===== config.mk =====
export PLATFORM = sky130hd
export DESIGN_NAME = percep_pipreg_xw_elastic
export DESIGN_NICKNAME = d
export VERILOG_FILES = /design/src/rtl/percep_pkg.sv /design/src/rtl/percep_pipreg_stage.sv /design/src/rtl/percep_pipreg_xw_elastic.sv
export SDC_FILE = /design/constraint.sdc
export NUM_CORES = 1
export LEC_CHECK = 0
export CAP_MARGIN = 20
export CELL_PAD_IN_SITES_DETAIL_PLACEMENT = 0
export CELL_PAD_IN_SITES_GLOBAL_PLACEMENT = 1
export CORE_AREA = 5 5 90 92
export DETAILED_ROUTE_END_ITERATION = 10
export DIE_AREA = 0 0 95 97
export HOLD_SLACK_MARGIN = 0.03
export PLACE_DENSITY = 0.85
export SETUP_SLACK_MARGIN = 0.02
export SLEW_MARGIN = 20
export SYNTH_ARGS = -nofsm -noshare
export SYNTH_HDL_FRONTEND = slang
export SYNTH_SLANG_ARGS = --single-unit

===== constraint.sdc =====
create_clock -name clk -period 6.05 [get_ports clk]
set_input_delay 0.605 -clock clk [delete_from_list [all_inputs] [get_ports clk]]
set_output_delay 0.605 -clock clk [all_outputs]
set_load 0.005 [all_outputs]

===== src/rtl/percep_pkg.sv =====
// Shared definitions for the perceptron operand path: fp width, default
// channel/stage counts and the packed channel vector type.
package percep_pkg;

    localparam int DEF_FP_WIDTH = 16;
    localparam int DEF_NCH      = 1;
    localparam int DEF_DEPTH    = 2;

    // One packed x or w vector at the default channel count.
    typedef logic [DEF_NCH*DEF_FP_WIDTH-1:0] chan_vec_t;

    // Width of a counter that must reach depth inclusive.
    function automatic int occ_width(input int depth);
        return $clog2(depth + 1);
    endfunction

endpackage


===== src/rtl/percep_pipreg_stage.sv =====
// One elastic pipeline stage: a valid bit plus the x/w operand registers,
// with flush > stall > load priority below the synchronous reset.
module percep_pipreg_stage
    import percep_pkg::*;
#(
    parameter int W = DEF_FP_WIDTH
) (
    input  logic         clk,
    input  logic         rst_n,
    input  logic         load,
    input  logic         flush,
    input  logic         stall,
    input  logic         vld_in,
    input  logic [W-1:0] x_d,
    input  logic [W-1:0] w_d,
    output logic         vld,
    output logic [W-1:0] x_q,
    output logic [W-1:0] w_q
);

    // NOTE: the operand registers are reset too, so an empty pipe presents zeros
    // on its outputs straight after reset instead of stale power-up contents.
    always_ff @(posedge clk) begin
        if (!rst_n) begin
            vld <= 1'b0;
            x_q <= '0;
            w_q <= '0;
        end else if (flush) begin
            vld <= 1'b0;
        end else if (!stall && load) begin
            vld <= vld_in;
            // Bubbles only clear the valid; the last real word stays visible.
            if (vld_in) begin
                x_q <= x_d;
                w_q <= w_d;
            end
        end
    end

endmodule


===== src/rtl/percep_pipreg_xw_elastic.sv =====
// DEPTH-stage elastic x/w operand register between operand fetch and the MAC
// array: bubble-collapsing ready/valid chain, global stall and flush.
module percep_pipreg_xw_elastic
    import percep_pkg::*;
#(
    parameter int FP_WIDTH = DEF_FP_WIDTH,
    parameter int NCH      = DEF_NCH,
    parameter int DEPTH    = DEF_DEPTH
) (
    input  logic                         clk,
    input  logic                         rst_n,
    input  logic                         stall,
    input  logic                         flush,
    input  logic                         in_valid,
    output logic                         in_ready,
    input  logic [NCH*FP_WIDTH-1:0]      x_in,
    input  logic [NCH*FP_WIDTH-1:0]      w_in,
    output logic                         out_valid,
    input  logic                         out_ready,
    output logic [NCH*FP_WIDTH-1:0]      x_out_pip,
    output logic [NCH*FP_WIDTH-1:0]      w_out_pip,
    output logic [$clog2(DEPTH+1)-1:0]   occupancy
);

    localparam int W     = NCH * FP_WIDTH;
    localparam int OCC_W = occ_width(DEPTH);

    logic [DEPTH-1:0] vld;
    logic [DEPTH-1:0] rdy;
    logic [W-1:0]     xd [DEPTH];
    logic [W-1:0]     wd [DEPTH];
    logic             acc;
    logic             push;
    logic             pop;

    // A stage is ready when it, or any stage between it and the output, is
    // empty, or the consumer takes the final word this cycle.
    // NOTE: acc is a blocking temporary walked from the output back toward
    // the input; rdy is fully assigned first so no latch can form.
    always_comb begin
        rdy = '0;
        acc = out_ready;
        for (int k = DEPTH - 1; k >= 0; k--) begin
            acc    = acc | ~vld[k];
            rdy[k] = acc;
        end
    end

    for (genvar k = 0; k < DEPTH; k++) begin : g_stage
        if (k == 0) begin : g_head
            percep_pipreg_stage #(.W(W)) u_stage (
                .clk    (clk),
                .rst_n  (rst_n),
                .load   (rdy[k]),
                .flush  (flush),
                .stall  (stall),
                .vld_in (in_valid),
                .x_d    (x_in),
                .w_d    (w_in),
                .vld    (vld[k]),
                .x_q    (xd[k]),
                .w_q    (wd[k])
            );
        end else begin : g_body
            percep_pipreg_stage #(.W(W)) u_stage (
                .clk    (clk),
                .rst_n  (rst_n),
                .load   (rdy[k]),
                .flush  (flush),
                .stall  (stall),
                .vld_in (vld[k-1]),
                .x_d    (xd[k-1]),
                .w_d    (wd[k-1]),
                .vld    (vld[k]),
                .x_q    (xd[k]),
                .w_q    (wd[k])
            );
        end
    end

    assign in_ready  = rdy[0] & ~stall & ~flush;
    assign out_valid = vld[DEPTH-1] & ~stall;
    assign x_out_pip = xd[DEPTH-1];
    assign w_out_pip = wd[DEPTH-1];

    // Internal moves keep the word count; only entry and exit change it.
    assign push = in_valid & in_ready;
    assign pop  = out_valid & out_ready;

    always_ff @(posedge clk) begin
        if (!rst_n || flush) begin
            occupancy <= '0;
        end else if (!stall) begin
            occupancy <= occupancy + OCC_W'(push) - OCC_W'(pop);
        end
    end

endmodule

# --- Yosys cells after proc, flatten, opt, wreduce, memory -nomap -nowiden ---
# Index checks and enable logic that the tools add are counted.
op_classes:
  addsub: 2
  bitwise_logic: 12
  reduce_logical: 8
ops:
  columns: ["op", "n"]
  rows:
  - ["$reduce_and A3 Y1", 2]
  - ["$and A1 B1 Y1", 5]
  - ["$not A1 Y1", 5]
  - ["$add A2 B1 Y2", 1]
  - ["$logic_and A1 B1 Y1", 2]
  - ["$logic_not A1 Y1", 2]
  - ["$or A1 B1 Y1", 2]
  - ["$reduce_or A2 Y1", 1]
  - ["$sub A2 B1 Y2", 1]
  - ["$logic_or A1 B1 Y1", 1]
word_totals:
  ff_bits: 68
  out_inout_bits: 36

# --- Longest topological paths before layout ---
depth:
  word_depth: 8
  depth_mapped: 11

# --- By module ---
# From an unflattened synthesis, not the netlist that was laid out.
hier_totals:
  hier_cells: 312
  area_unflattened_um2: 2651.3
by_module_without_submodules:
  columns: ["mod", "instances", "cells_each", "area_each_um2", "seq_area_each_um2"]
  rows:
  - ["percep_pipreg_stage", 2, 147, 1249.9, 660.6]
  - ["percep_pipreg_xw_elastic", 1, 18, 151.4, 40.0]

# --- Worst setup path after synthesis ---
# OpenSTA, ideal clock, no wires.
synth_path:
  kind: "input-to-reg"
  start: "input port stall"
  end: "register occupancy[1]"
  arrival_ns: 2.494
  slack_ns: 3.486
  stages: 11
  n_path_buf: 3
  cell_sequence: "buf_6 -> nand2b_1 -> a211o_1 -> buf_2 -> buf_2 -> ha_1 -> inv_1 -> ha_1 -> xnor2_1 -> or3_1 -> a21oi_1"
synth_via:
  elab_chain_cells: 6
  elab_cells_between_ends: 8
  classes_between: "add/sub: 2; bitwise: 6"
synth_lines:
  columns: ["element", "line", "source"]
  rows:
  - ["from (decl)", "percep_pipreg_xw_elastic.sv:12", "input logic stall,"]
  - ["$not A1 Y1", "percep_pipreg_xw_elastic.sv:81, percep_pipreg_xw_elastic.sv:82", null]
  - ["$and A1 B1 Y1 (2 in series)", "percep_pipreg_xw_elastic.sv:81", "assign in_ready = rdy[0] & ~stall & ~flush;"]
  - ["$and A1 B1 Y1", "percep_pipreg_xw_elastic.sv:87", "assign push = in_valid & in_ready;"]
  - ["$add A2 B1 Y2", "percep_pipreg_xw_elastic.sv:94", "occupancy <= occupancy + OCC_W'(push) - OCC_W'(pop);"]
  - ["$sub A2 B1 Y2", "percep_pipreg_xw_elastic.sv:94", null]
  - ["to (signal assigned)", "percep_pipreg_xw_elastic.sv:94", null]
  - ["to (decl)", "percep_pipreg_xw_elastic.sv:22", "output logic [$clog2(DEPTH+1)-1:0] occupancy"]
# Parallel ways exist; a longest one is shown, timed or not.
# A chain may end at the register's enable or synchronous reset.

# --- Final worst setup path ---
# Same ends and word-level chain as after synthesis.

==> impl_metrics.yaml <==
run_status:
  outcome: "completed"
placed_design:
  place.port_buffers: 73
  place_area_um2: 3380
  placed_cells: 424
  hpwl_um: 3290
  gp_congestion: 0.659
  place_ws_ns: 2.65
power_and_ir_drop:
  power_w: 0.000886
  peakVddDrop_v: 0.000112
  p_leak_nw: 1.69
  p_per_area_nw_per_um2: 248
clock_network:
  clkTransAtPathRegs_ns: 0.07
  insertion_delay_ns: 0.33
  ctsResizeCount: 0
  post_cts.repair.setup_buffers: 0
  cts_buffers: 9
  hold_buffers: 0
  cts_sinks: 68
  htreeDepth: 3
  root_buffer: "clkbuf_8"
  cts_max_path_buffers: 2
  cts_tree: "yes"
timing:
  period_share_pct: 49.8
  slew_headroom_pct: 36.8
  finalSetupTns_ns: 0
  rsz0062_at_grt: "no"
  worstMarginPinSlew_ns: 0.948
  hold_violations: 0
  setup_violations: 0
  setup_ws_ns: 3.04
  finalMaxSlewViolations: 0
  fin_crit_ns: 3.01
  skew_ns: 0.00592
  fmax_mhz: 332
logic_synthesis:
  yosysMostFrequentCell: "nand2_1"
  synth-seq-area-share_pct: 51.1
  synth_edf_count: 0
  synth_flop_cell: "dfxtp_1"
  synthTopCellsByCount: "nand2_1, dfxtp_1, mux2i_1"
  synth_area_leader_cell: "dfxtp_1"
  synth_area_leaders: "dfxtp_1, mux2i_1, nand2_1, buf_12, clkbuf_1"
  yosysUniqueCellTypes: 20
  synth_top_area_share_pct: 51.1
  syn_area_um2: 2670
  yosysWarnings: 0
  syn_inst: 271
  syn_nets: 311
  synth_seq_cells: 68
  avgSynthCellArea_um2: 9.83
  synth-async-reset-ratio_pct: 0
floorplan:
  coreArea_um2: 7140
  die_w_um: 95
  ios: 74
  die_height_um: 97
  initial_utilization_pct: 37.3
  rows: 31
  dieArea_um2: 9220
setup_path:
  startpoint_type: "primary input"
  cp.arrival_ns: 3.28
  startpoint: "stall"
  end_kind: "flop"
  worstPathMaxFanout: 33
  r2r-start: "g_stage[1].g_body.u_stage.vld$_SDFFE_PP0P_"
  crit_type: "primary input to flop"
  required_ns: 6.31
cells_and_area:
  area.growth.synth_to_final_pct: 34.3
  register_area_um2: 1360
  fillers: 718
  diodes: 0
  final-instance-count-excl-fill: 440
  drive_gt1_share_pct: 5.87
  design_area_um2: 3580
  multiInputGateArea_um2: 1150
  fin_nets: 376
detailed_routing:
  postRouteAntennaNets: 0
  met2_wirelength_um: 2300
  vias: 1946
  post_drt_wl_per_cell_um: 11.4
  met1_length_um: 2360
  top_layer: "met4"
  route.detailed.drc: 0
  viasPerCell: 4.42
  wl_um: 5030
  drt-pass1-iter-count: 3
  met3_length_um: 224
  drt_iter0_drc: 53
worst_hold_path:
  min_from: "g_stage[1].g_body.u_stage.x_q[2]$_SDFFE_PN0P_"
  min_path_type: "flop to flop"
global_routing:
  grt_pass1_vias: 1968
  grt_pass1_wl_um: 8510
  antenna_found_initial: 0
  track_usage_pct: 11.7
  grt_overflow: 0
  grt_max_degree: 98
run:
  drv_cap: 0
[metal layers]
metal  up-vias  global-route usage, %
li1       1011                      -
met1       877                   13.5
met2        46                   18.7
met3        12                   2.79
met4         0                   7.99
met5         -                      0
[cell type report]
| type | count | share of cell area [%] |
|---|---|---|
| clock buffers | 9 | 3.46 |
| clock inverters | 7 | 2.13 |
| inverters | 2 | 0.210 |
| multi-input cells | 181 | 32.2 |
| flip-flops and latches | 68 | 38.0 |
| well taps | 99 | 3.46 |
| repair buffers | 74 | 20.5 |
[per-stage QoR]
step	utilization, %	hold slack [ns]
final	50.2	0.458
after global routing	50.2	0.478
after CTS	50.2	0.464
after detailed placement	47.4	0.453
after global placement	47.4	0.444
after floorplan	-	0.443
[layout by cell type, fill, tap and decap left out, drive strengths merged, types with 2 or more instances in the layout]
cell type and count:
ha 2, clkdlybuf4s50 72, dfxtp 68, nor2b 2
inv 3, clkbuf 9, buf 2, clkinvlp 2
clkinv 3, mux2i 65, o21ai 3, nand2 96
a21oi 3, nand2b 3
[critical path, cell delays in order]
cell and delay (ns):
clkdlybuf4s50_1 0.55, nand2b_1 0.23, a211o_2 0.67, ha_1 0.44, inv_1 0.04, ha_1 0.18
xnor2_1 0.13, or3_1 0.30, a21oi_1 0.13
[cells by family (layout without fill, tap and decap cells)]
group / count (synthesis) / in the layout / synth area share, %
simple gates: 105 / 105 / 15.8
flops: 68 / 68 / 51.1
mux: 65 / 65 / 24.4
buf+inv: 22 / 92 / 5.68
compound gates: 8 / 8 / 1.74
fa+ha+maj: 2 / 2 / 0.939
xor+xnor: 1 / 1 / 0.329
[final timing paths]
path / to / slack, ns / cells after the start
worst max register to register: occupancy[1]$_SDFFE_PP0N_ / 3.51 / 8
worst max-delay path: occupancy[1]$_SDFFE_PP0N_ / 3.04 / 9
worst min register to register: g_stage[1].g_body.u_stage.x_q[2]$_SDFFE_PN0P_ / 0.46 / 2
worst min-delay path: g_stage[1].g_body.u_stage.x_q[2]$_SDFFE_PN0P_ / 0.46 / 2
[registers in the layout, summed over array words and instances, names as in the netlist]
| name | count |
|---|---|
| occupancy | 2 |
| g_stage.g_head.u_stage.x_q | 16 |
| g_stage.g_body.u_stage.w_q | 16 |
| g_stage.g_body.u_stage.vld | 1 |
| g_stage.g_body.u_stage.x_q | 16 |
| g_stage.g_head.u_stage.vld | 1 |
| g_stage.g_head.u_stage.w_q | 16 |
[where the power goes]
group | internal (W) | total, W | switching, W | leakage (nW)
logic | 0.0000340 | 0.0000605 | 0.0000265 | 1.04
registers | 0.000455 | 0.000457 | 0.00000222 | 0.550
clock network | 0.000192 | 0.000368 | 0.000176 | 0.0958
Note: power is estimated with default switching activity, not from simulation.
==> patch 1, RTL diff (config.mk and constraints unchanged) <==
Change the package constant `DEF_FP_WIDTH` from 16 to 12.
--- a/src/rtl/percep_pkg.sv
+++ b/src/rtl/percep_pkg.sv
@@ -2,7 +2,7 @@
 // channel/stage counts and the packed channel vector type.
 package percep_pkg;
 
-    localparam int DEF_FP_WIDTH = 16;
+    localparam int DEF_FP_WIDTH = 12;
     localparam int DEF_NCH      = 1;
     localparam int DEF_DEPTH    = 2;
 
Interface: changed (resized w_in, w_out_pip, x_in and x_out_pip); port bits go from 74 to 58. The function was not compared with the original's and may differ.
==> patch 1 against the original RTL <==
Clock power is 45% lower. Power is 32% lower. Sequential cell count decreased by 16. Wire length down 21%. Setup slack better by 210 ps. Design area shrank 23%. Critical path depth is 1 higher. Area after synthesis decreased by 23%.
==> patch 1: results (changes against the original RTL) <==
IO buf count 57 (was 73); Avg WL per Cell 11.0 um (was 11.4 um); GR Layer Usage met3 3.49% (was 2.79%); Critical Path AT 3030 ps (was 3280 ps); clk_buf instances 7 (was 9); 1st-iter DRT viols 27 (was 53); metal3 WL 283 um (was 224 um); Signal buf overhead 21.1% (was 20.5%); placed insts 353 (was 424); met2 wire length 1.84 mm (was 2.30 mm); total number of vias 1518 (was 1946); DP Wirelength 2.72 mm (was 3.29 mm); register area share after synthesis 50.5% (was 51.1%); sequential share of cell area 37.9% (was 38.0%); area of the multi-input gates 902 um2 (was 1150 um2); total CTS buffers 5 (was 9); Synth Instances 210 (was 271); Clock Skews 3.54 ps (was 5.92 ps); H-tree levels 2 (was 3); GR Util met2 15.4% (was 18.7%); First-pass DRT Iterations 4 (was 3); status finished, final reports clean (unchanged); LEAKAGE 1.28 nW (was 1.69 nW); gpl congestion 0.643 (was 0.659); maximum vdd ir drop 0.103 mV (was 0.112 mV); most frequent cells after synthesis nand2_1 (72), dfxtp_1 (52), mux2i_1 (49), clkbuf_1 (8) (was nand2_1 (96), dfxtp_1 (68), mux2i_1 (65), clkbuf_1 (11), buf_2 (4)); post-synth cell types 21 (was 20); maximum net fanout on the critical path 25 (was 33); Clock Sinks 52 (was 68); share of layout cells above drive strength 1 4.20% (was 5.87%); Signal buffers 59 (was 74); Worst-Skew Late Latency 290 ps (was 330 ps); Syn Nets 242 (was 311); reg2reg setup slack 3830 ps (was 3510 ps); vias per std cell 4.20 (was 4.42); largest net degree at the start of global routing 74 (was 98)
==> patch 1: cell count changes in the layout (fill, tap and decap cells not counted), moves of 2 or more <==
cell             unedited run  this run
mux2i_1                    65        49
nand2_1                    96        72
clkinv_4                    2         0
clkbuf_8                    9         6
dfxtp_1                    68        52
clkdlybuf4s50_1            72        56
==> patch 1: worst min path at each step <==
stage / cells after the start / slack (ps) / to / startpoint
after floorplan: 2 / 440 / g_stage[1].g_body.u_stage.w_q[0]$_SDFFE_PN0P_ / g_stage[0].g_head.u_stage.w_q[0]$_SDFFE_PN0P_
after global placement: 2 / 450 / g_stage[1].g_body.u_stage.w_q[4]$_SDFFE_PN0P_ / g_stage[1].g_body.u_stage.w_q[4]$_SDFFE_PN0P_
after detailed placement: 2 / 450 / g_stage[1].g_body.u_stage.w_q[2]$_SDFFE_PN0P_ / g_stage[1].g_body.u_stage.w_q[2]$_SDFFE_PN0P_
after CTS: 2 / 470 / g_stage[1].g_body.u_stage.w_q[2]$_SDFFE_PN0P_ / g_stage[1].g_body.u_stage.w_q[2]$_SDFFE_PN0P_
after global routing: 2 / 490 / g_stage[1].g_body.u_stage.x_q[10]$_SDFFE_PN0P_ / g_stage[1].g_body.u_stage.x_q[10]$_SDFFE_PN0P_
final: 2 / 460 / g_stage[1].g_body.u_stage.w_q[2]$_SDFFE_PN0P_ / g_stage[1].g_body.u_stage.w_q[2]$_SDFFE_PN0P_
==> patch 1: critical path, cell delays in order <==
cell and delay [ps]:
clkdlybuf4s50_1 550, nand2b_1 230, a211o_1 270, buf_4 270
ha_1 330, inv_1 40, ha_1 170, xnor2_1 120
or3_1 300, a21oi_1 140
==> patch 1: report_power, final <==
part / switching (mW) / leakage [nW] / internal [mW]
combinational: 0.0208 / 0.812 / 0.0268
clock: 0.108 / 0.0445 / 0.0931
sequential: 0.00171 / 0.421 / 0.348
==> patch 1: metrics by stage <==
| step | utilization (%) | cell area (um2) | setup slack [ps] |
|---|---|---|---|
| floorplan | - | 2060 | 3500 |
| global placement | 37.2 | 2660 | 2980 |
| detailed placement | 37.2 | 2660 | 2920 |
| CTS | 38.5 | 2750 | 3240 |
| global route | 38.5 | 2750 | 3070 |
| finish | 38.5 | 2750 | 3240 |
==> patch 1: logic make-up after synthesis <==
| logic type | count (synthesis) | synth area share, % |
|---|---|---|
| adders and majority gates | 2 | 1.21 |
| muxes | 49 | 23.8 |
| and+or+nand+nor | 81 | 16.1 |
| DFF | 52 | 50.5 |
| AOI/OAI and AO/OA | 8 | 2.24 |
| xor gates and xnor gates | 1 | 0.425 |
| buffers and inverters | 17 | 5.82 |
==> patch 2, RTL diff (config.mk and constraints unchanged) <==
Made on the original files. Make the reset (`rst_n`) asynchronous in one clocked block. Comments in the files are not updated.
--- a/src/rtl/percep_pipreg_stage.sv
+++ b/src/rtl/percep_pipreg_stage.sv
@@ -20,7 +20,7 @@
 
     // NOTE: the operand registers are reset too, so an empty pipe presents zeros
     // on its outputs straight after reset instead of stale power-up contents.
-    always_ff @(posedge clk) begin
+    always_ff @(posedge clk or negedge rst_n) begin
         if (!rst_n) begin
             vld <= 1'b0;
             x_q <= '0;
Check against the original RTL: differs if rst_n is asserted again (counterexample within 4 cycles, from zero or initial values and one cycle with rst_n low); with rst_n held inactive, the same outputs for 10 cycles.
==> patch 2 against the original RTL <==
Core utilization is 1.2 points higher. Register-to-register slack improved by 190 ps. Area after synthesis is 1.9% higher. Largest cell class unchanged. Maximum frequency is 5.6% higher. Sequential cell count unchanged. Design area increased by 2.5%. Count of clock-buffer cells in the layout rose by 1. Setup slack better by 160 ps. Highest routed layer unchanged. Wire length shrank 5.9%. Sequential share of layout area increased by 8.1 points.
Power is not compared: it rests on default switching activity, and its combinational part moved more than twofold at a synthesized area within 25%.
==> patch 2: results (changes against the original RTL) <==
status finished, final reports clean (unchanged); Fin Hold WS 301 ps (was 458 ps); vias in the first global route 1720 (was 1968); Post-synth ARST share 97.1% (was 0%); Final Cell Area 3670 um2 (was 3580 um2); Top delay family on crit path simple AND/OR/NAND/NOR gates (was compound AO/OA/AOI/OAI gates); setup ws final 3190 ps (was 3040 ps); n_diodes 0 (unchanged); 1st-iter DRT viols 24 (was 53); Syn Nets 204 (was 311); total number of vias 1571 (was 1946); Storage cell area 1690 um2 (was 1360 um2); final wirelength 4.73 mm (was 5.03 mm); reg2reg setup slack 3700 ps (was 3510 ps); multi-input gate count 87 (was 181); clk_buf instances 10 (was 9); share of layout cells above drive strength 1 34.4% (was 5.87%); fraction of area in multi-input gates 25.5% (was 32.2%); first-pass GRT wire length 8.22 mm (was 8.51 mm); post-synth cell types 21 (was 20); placed insts 330 (was 424); Clock Skews 6.92 ps (was 5.92 ps); Synth warnings 0 (unchanged); wire length on met1 2.02 mm (was 2.36 mm); metal3 WL 283 um (was 224 um); Slew Limit Headroom 54.6% (was 36.8%); # nets final 282 (was 376); Synth area leaders dfrtp_1 (61%), mux2_2 (24%), mux2_4 (3.3%) (was dfxtp_1 (51%), mux2i_1 (24%), nand2_1 (14%)); DP Wirelength 3.30 mm (was 3.29 mm); DP Worst Slack 2790 ps (was 2650 ps); Register-to-Register Path Depth 8 (unchanged); Signal buf overhead 20.0% (was 20.5%); post-synth top area cell dfrtp_1 (was dfxtp_1); GR Util met2 18.0% (was 18.7%); worst reg2reg endpoint occupancy[1]$_SDFFE_PP0N_ (unchanged); worst hold path type in2async (was reg2reg); Clock group 0.328 mW; Clock buf/inv share 4.81% (was 5.59%); crit path launch stall (unchanged); M1 GR Usage 13.5% (about the same); met2 wire length 2.34 mm (was 2.30 mm); dpl cell area 3490 um2 (was 3380 um2); total power 1.29 mW; GR Layer Usage met3 5.28% (was 2.79%); First-pass DRT Iterations 2 (was 3); maximum vdd ir drop 0.164 mV; largest net degree at the start of global routing 37 (was 98); Synth Instances 164 (was 271); slowest cell on the critical path clkdlybuf4s50_1 (was a211o_2); RR Startpoint g_stage[0].g_head.u_stage.vld$_DFFE_PN0P_ (was g_stage[1].g_body.u_stage.vld$_SDFFE_PP0P_); gpl congestion 0.656 (was 0.659); most frequent cells after synthesis dfrtp_1 (66), mux2_2 (58), buf_6 (6), mux2_4 (6) (was nand2_1 (96), dfxtp_1 (68), mux2i_1 (65), clkbuf_1 (11), buf_2 (4)); Filler cells 659 (was 718); crit-path max cell delay 610 ps (was 670 ps); register area share after synthesis 62.3% (was 51.1%); Total GRT Usage 11.4% (was 11.7%); main flop type after synthesis dfrtp_1 (was dfxtp_1); vias per std cell 4.54 (was 4.42); Critical Path AT 3120 ps (was 3280 ps)
[patch 2: cell types whose count changed after synthesis, sizes merged, moves of 2 or more]
| cell | delta |
|---|---|
| mux2i | -64 |
| nand3b | +2 |
| dfxtp | -66 |
| clkbuf | -10 |
| mux2 | +64 |
| dfrtp | +66 |
| nand2 | -96 |
| buf | -3 |
[patch 2: worst register-to-register path, stage by stage, from the launching register on]
cell and delay, ps:
dfrtp_1 430, nand3b_1 170, nand3_4 420, ha_1 470, inv_1 40, ha_1 180
xnor2_1 130, or3_1 310, a21oi_1 140
[patch 2: cells by family (layout without fill, tap and decap cells)]
group,count (synthesis),in the layout,synth area share [%]
flip-flops,68,68,62.3
XOR/XNOR,1,1,0.322
adder cells (fa/ha/maj),2,2,0.921
multiplexers,65,65,27.7
AO/OA/AOI/OAI,6,6,1.11
buffers and inverters,9,92,3.27
AND/OR/NAND/NOR,13,13,4.38
